## config.mk

```make
export PLATFORM = sky130hd
export DESIGN_NAME = full_adder
export DESIGN_NICKNAME = d
export VERILOG_FILES = /design/src/rtl/full_adder_pkg.sv /design/src/rtl/half_adder.sv /design/src/rtl/full_adder.sv
export SDC_FILE = /design/constraint.sdc
export NUM_CORES = 1
export LEC_CHECK = 0
export CORE_AREA = 3 3 40 42
export CTS_BUF_LIST = sky130_fd_sc_hd__clkbuf_4 sky130_fd_sc_hd__clkbuf_8
export DETAILED_ROUTE_END_ITERATION = 8
export DIE_AREA = 0 0 43 45
export HOLD_SLACK_MARGIN = 0.12
export MAX_ROUTING_LAYER = met4
export PLACE_DENSITY = 0.39
export SLEW_MARGIN = 10
export SYNTH_ARGS = -nofsm -noshare
export SYNTH_HDL_FRONTEND = slang
export SYNTH_SLANG_ARGS = --single-unit
```

## constraint.sdc

```tcl
create_clock -name clk -period 0.95 [get_ports clk]
set_input_delay 0.1425 -clock clk [delete_from_list [all_inputs] [get_ports clk]]
set_output_delay 0.1425 -clock clk [all_outputs]
set_load 0.02 [all_outputs]
```

## src/rtl/full_adder_pkg.sv

```systemverilog
// Shared types and the reference evaluation for the one-bit full adder.
// Pure declarations: no latency, no flow control.
package full_adder_pkg;

  localparam int CNT_W_DEF = 16;

  typedef struct packed {
    logic carry;
    logic sum;
  } fa_res_t;

  function automatic fa_res_t fa_eval(input logic a, input logic b, input logic c0);
    fa_res_t r;
    r.sum   = a ^ b ^ c0;
    r.carry = (a & b) | (c0 & (a ^ b));
    return r;
  endfunction

endpackage

```

## src/rtl/half_adder.sv

```systemverilog
// Half adder leaf: sum = x^y, carry = x&y.
// Combinational, zero latency; no flow control.
module half_adder (
  input  logic x,
  input  logic y,
  output logic sum,
  output logic carry
);

  assign sum   = x ^ y;
  assign carry = x & y;

endmodule

```

## src/rtl/full_adder.sv

```systemverilog
// One-bit full adder with a registered copy; FULL_ADDER_STATS_EN adds saturating capture counters.
// Combinational s/c: zero latency; s_q/c_q/out_valid: one cycle after an in_valid edge.
// No backpressure: every in_valid beat is captured.
module full_adder
  import full_adder_pkg::*;
#(
  parameter int CNT_W = CNT_W_DEF
) (
  input  logic             clk,
  input  logic             rst_n,
  input  logic             a,
  input  logic             b,
  input  logic             c0,
  input  logic             in_valid,
  output logic             s,
  output logic             c,
`ifdef FULL_ADDER_STATS_EN
  output logic [CNT_W-1:0] op_cnt,
  output logic [CNT_W-1:0] carry_cnt,
`endif
  output logic             s_q,
  output logic             c_q,
  output logic             out_valid
);

  if (CNT_W < 4 || CNT_W > 32) begin : g_bad_cnt_w
    $error("full_adder: CNT_W out of range 4..32");
  end

  logic    p_sum;
  logic    g_ab;
  logic    g_pc;
  fa_res_t res_q;

  half_adder u_ha_ab (.x(a),     .y(b),  .sum(p_sum), .carry(g_ab));
  half_adder u_ha_pc (.x(p_sum), .y(c0), .sum(s),     .carry(g_pc));

  // Both half-adder carries can never be 1 together, so OR equals the majority.
  assign c = g_ab | g_pc;

  always_ff @(posedge clk) begin
    if (!rst_n) begin
      res_q     <= '0;
      out_valid <= 1'b0;
    end else if (in_valid) begin
      res_q     <= '{carry: c, sum: s};
      out_valid <= 1'b1;
    end else begin
      out_valid <= 1'b0;
    end
  end

  assign s_q = res_q.sum;
  assign c_q = res_q.carry;

`ifdef FULL_ADDER_STATS_EN
  always_ff @(posedge clk) begin
    if (!rst_n) begin
      op_cnt    <= '0;
      carry_cnt <= '0;
    end else if (in_valid) begin
      if (op_cnt != {CNT_W{1'b1}}) op_cnt <= op_cnt + CNT_W'(1);
      if (c && carry_cnt != {CNT_W{1'b1}}) carry_cnt <= carry_cnt + CNT_W'(1);
    end
  end
`endif

endmodule

```

# Word level (Yosys, flattened, before mapping)
# Cells that the tools add are included.
[totals]
word_cells = 9
output_inout_bits = 5
reg_bits = 3
inputBits = 6
[op_classes]
n_mux = 1
n_bitwise = 5
[ops]
columns = ["operator", "n"]
rows = [
  ["bitwise AND 1 bit", 2],
  ["XOR 1 bit", 2],
  ["two-way mux 1 bit", 1],
  ["OR 1 bit", 1],
]

# Depth between registers and ports, before layout
[logic_depth]
word_depth = 3
mapped_depth = 3

# By module
# A second synthesis with hierarchy kept.
[hier_totals]
cells_unflattened = 12
area_unflattened_um2 = 126.4
[by_module_without_submodules]
columns = ["module", "instances", "area_each_um2", "cells_per_inst", "seq_area_each_um2"]
rows = [
  ["full_adder", 1, 101.3, 10, 60.1],
  ["half_adder", 2, 12.5, 1, 0.0],
]

# Least setup slack after synthesis
# No wires, ideal clock.
[synth_path]
path_type = "input-to-reg"
start = "input a"
end = "register res_q (netlist bit s_q)"
n_path_buf = 0
cell_stages = 3
arrival_time_ps = 1003
path_slack_ps = -118
setup_time_ps = 65
cell_sequence = "fa_1 -> mux2i_1 -> nor2b_1"
[synth_via]
elab_chain_cells = 2
[synth_rtl]
columns = ["element", "line_no", "text"]
rows = [
  ["from (decl)", "full_adder.sv:11", "input logic a,"],
  ["XOR 1 bit (2 in series)", "half_adder.sv:10", "assign sum = x ^ y;"],
  ["to (signal assigned)", "full_adder.sv:46", "res_q <= '{carry: c, sum: s};"],
  ["to (decl)", "full_adder.sv:33", "fa_res_t res_q;"],
]
# Every way passes these cells.
# A chain may end at the register's enable or synchronous reset.

# Worst setup path after layout
[layout_path]
start = "input b"
end = "output s"
[layout_via]
elab_chain_cells = 2
[layout_rtl]
columns = ["element", "line_no", "text"]
rows = [
  ["from (decl)", "full_adder.sv:12", "input logic b,"],
  ["XOR 1 bit (2 in series)", "half_adder.sv:10", ""],
  ["to (decl)", "full_adder.sv:15", "output logic s,"],
]
# Every way passes these cells.

==> results.py <==
metrics = {
    "worst_setup_path": {
        "critical_path.max_stage_delay_ns": 0.57,
        "slowest_stage": "fa_2",
        "critPathMaxFanout": 2,
        "cp_cell_sequence": "buf_6 > fa_2 > buf_6",
        "cp.required_ns": 0.81,
        "cpMostUsedCell": "buf_6",
        "start_kind": "input pin",
        "cp-end-kind": "output port",
        "cp.arrival_ns": 0.93,
        "path_class": "in2out",
    },
    "floorplanning": {
        "rows": 13,
        "die_w_um": 43,
        "die_h_um": 45,
        "num_io_pins": 11,
        "initial_core_util_pct": 9.35,
        "dieArea_um2": 1940,
        "core_area_um2": 1280,
    },
    "sta": {
        "hold_violations": 0,
        "tightest_slew_ns": 0.119,
        "finalCriticalPeriod_ns": 1.07,
        "fmax_mhz": 933,
        "drv_slew": 0,
        "grt_setup_unrepaired": "true",
        "layout_setup_ws_ns": -0.122,
        "finalSetupViolCount": 1,
        "fin_skew_ns": 0,
        "slew_headroom_pct": 91.8,
        "fin_crit_sh_pct": 113,
    },
    "layout": {
        "final_cells": 38,
        "nets": 31,
        "drive_gt1_share_pct": 60.9,
        "syn_to_final_growth_pct": 108,
        "final_area_um2": 250,
        "num_antenna_cells": 0,
    },
    "clocking": {
        "clockBufferDepth": 2,
        "clock-sinks": 3,
        "clock-root-buffer": "clkbuf_4",
        "cts_tree": "done",
        "h-tree-depth": 1,
        "cts.hold.buffers_added": 0,
        "path_clk_slew_ns": 0.04,
        "numCtsBuffers": 3,
        "clk_latency_ns": 0.23,
    },
    "place": {
        "dp_cells": 34,
        "gp_congestion": 0.681,
        "io_buffers": 10,
        "dpl_cell_area_um2": 241,
    },
    "global_route": {
        "grt-ovfl-total": 0,
        "grt_start_max_net_pins": 4,
        "antenna_found_initial": 0,
        "grt_use_total_pct": 5.06,
        "grt_first_pass_wirelength_um": 593,
        "grt_pass1_vias": 136,
    },
    "logic_synthesis": {
        "synth_cells": 9,
        "yosysWarnings": 0,
        "synth_area_per_cell_um2": 13.3,
        "ys_seq_area_share_pct": 50.0,
        "synth_fp_nets": 16,
        "synth_area_um2": 120,
        "ys_ff_latch": 3,
        "ys_types": 5,
    },
    "power": {
        "power_density_nw_per_um2": 1990,
        "pwr-share-seq_pct": 28.1,
        "internal-power_uw": 375,
        "p_leak_uw": 0.000117,
        "pwr-share-comb_pct": 20.5,
        "p_sw_uw": 122,
        "pwr-share-clk_pct": 51.4,
        "p_sw_share_pct": 24.5,
        "vdd_drop_max_mv": 0.370,
    },
    "routing": {
        "dr.pass1.iters": 2,
        "first_iter_violations": 1,
        "wl_um": 336,
        "wire_per_inst_um": 8.84,
        "ant_nets": 0,
        "num_vias": 115,
        "drc": 0,
        "via_per_inst": 3.03,
    },
    "run_status": {
        "status": "finished with violations",
        "violations": "setup timing",
    },
    "worst_hold_path": {
        "hp-class": "in2reg",
    },
    "run": {
        "maxCapViolations": 0,
    },
}
-- state kept, by name, summed over array words and instances, names as in the netlist --
name and flops:
c_q 1, out_valid 1, s_q 1
-- final cells by class --
class	instances	area [um2]
fillers	148	1030
repair buffers	10	78.8
multi-input cells	6	62.6
flip-flops and latches	3	60.1
clock buffers	4	30.0
well taps	15	18.8
-- synth_stat cells --
cell type,number,area [um2]
mux2i_1,2,20.0
dfxtp_1,3,60.1
nor2b_1,2,12.5
fa_1,1,20.0
and2_2,1,7.51
-- critical path, delay by kind of cell --
| kind | cells | cell delay [ns] |
|---|---|---|
| buffers and inverters | 2 | 0.21 |
| adders and majority gates | 1 | 0.57 |
-- per-stage QoR --
| step | total power (uW) | TNS, ns | hold slack (ns) | utilization (%) | worst slack [ns] |
|---|---|---|---|---|---|
| after floorplan | 194 | -0.0632 | 0.271 | - | -0.0632 |
| after global placement | 255 | -2.84 | 0.502 | 18.8 | -0.982 |
| after detailed placement | 255 | -2.85 | 0.515 | 18.8 | -0.978 |
| after CTS | 509 | -0.131 | 0.387 | 19.5 | -0.131 |
| after global routing | 526 | -0.148 | 0.405 | 19.5 | -0.148 |
| final | 497 | -0.122 | 0.375 | 19.5 | -0.122 |
-- timing repair --
| item | 4_1_cts | 5_1_grt |
|---|---|---|
| cloned | 0 | 0 |
| pin swaps | 1 | 1 |
| endpoints found under the setup margin | 7 | 2 |
| gates resized for setup | 34 | 2 |
| setup buffers | 0 | 0 |
-- routing by layer --
metal	vias to the layer above	track usage, %	wire length [um]
met5	-	-	0
met4	0	5.42	0
met3	0	5.18	43
met2	9	5.39	112
met1	48	4.59	180
li1	58	-	-
-- final timing paths --
path / startpoint / end / slack [ns] / depth (start not counted)
worst min register to register: s_q / s_q / 0.51 / 2
worst max-delay path: b / s / -0.12 / 3
worst max register to register: c_q / c_q / 0.35 / 2
worst min-delay path: a / c_q / 0.37 / 4
-- logic make-up after synthesis --
logic type | count (synthesis) | synth area share, %
flip-flops | 3 | 50.0
AND/OR/NAND/NOR | 3 | 16.7
multiplexers | 2 | 16.7
adder cells (fa/ha/maj) | 1 | 16.7
-- layout by cell type, fill, tap and decap left out --
cell type,instances
clkdlybuf4s50_1,2
mux2i_1,2
and2_2,1
nor2b_1,2
clkbuf_4,4
buf_2,5
fa_2,1
dfxtp_1,3
buf_6,3
-- power groups by stage --
| stage | combinational [uW] | clock [uW] | sequential, uW |
|---|---|---|---|
| 3_3_place_gp | 114 | 0 | 142 |
| 3_5_place_dp | 113 | 0 | 142 |
| 4_1_cts | 103 | 267 | 140 |
| 6_report | 102 | 255 | 140 |
| 5_1_grt | 112 | 272 | 142 |
| 2_1_floorplan | 41.0 | 0 | 153 |
Power figures use the tool's default switching activity.
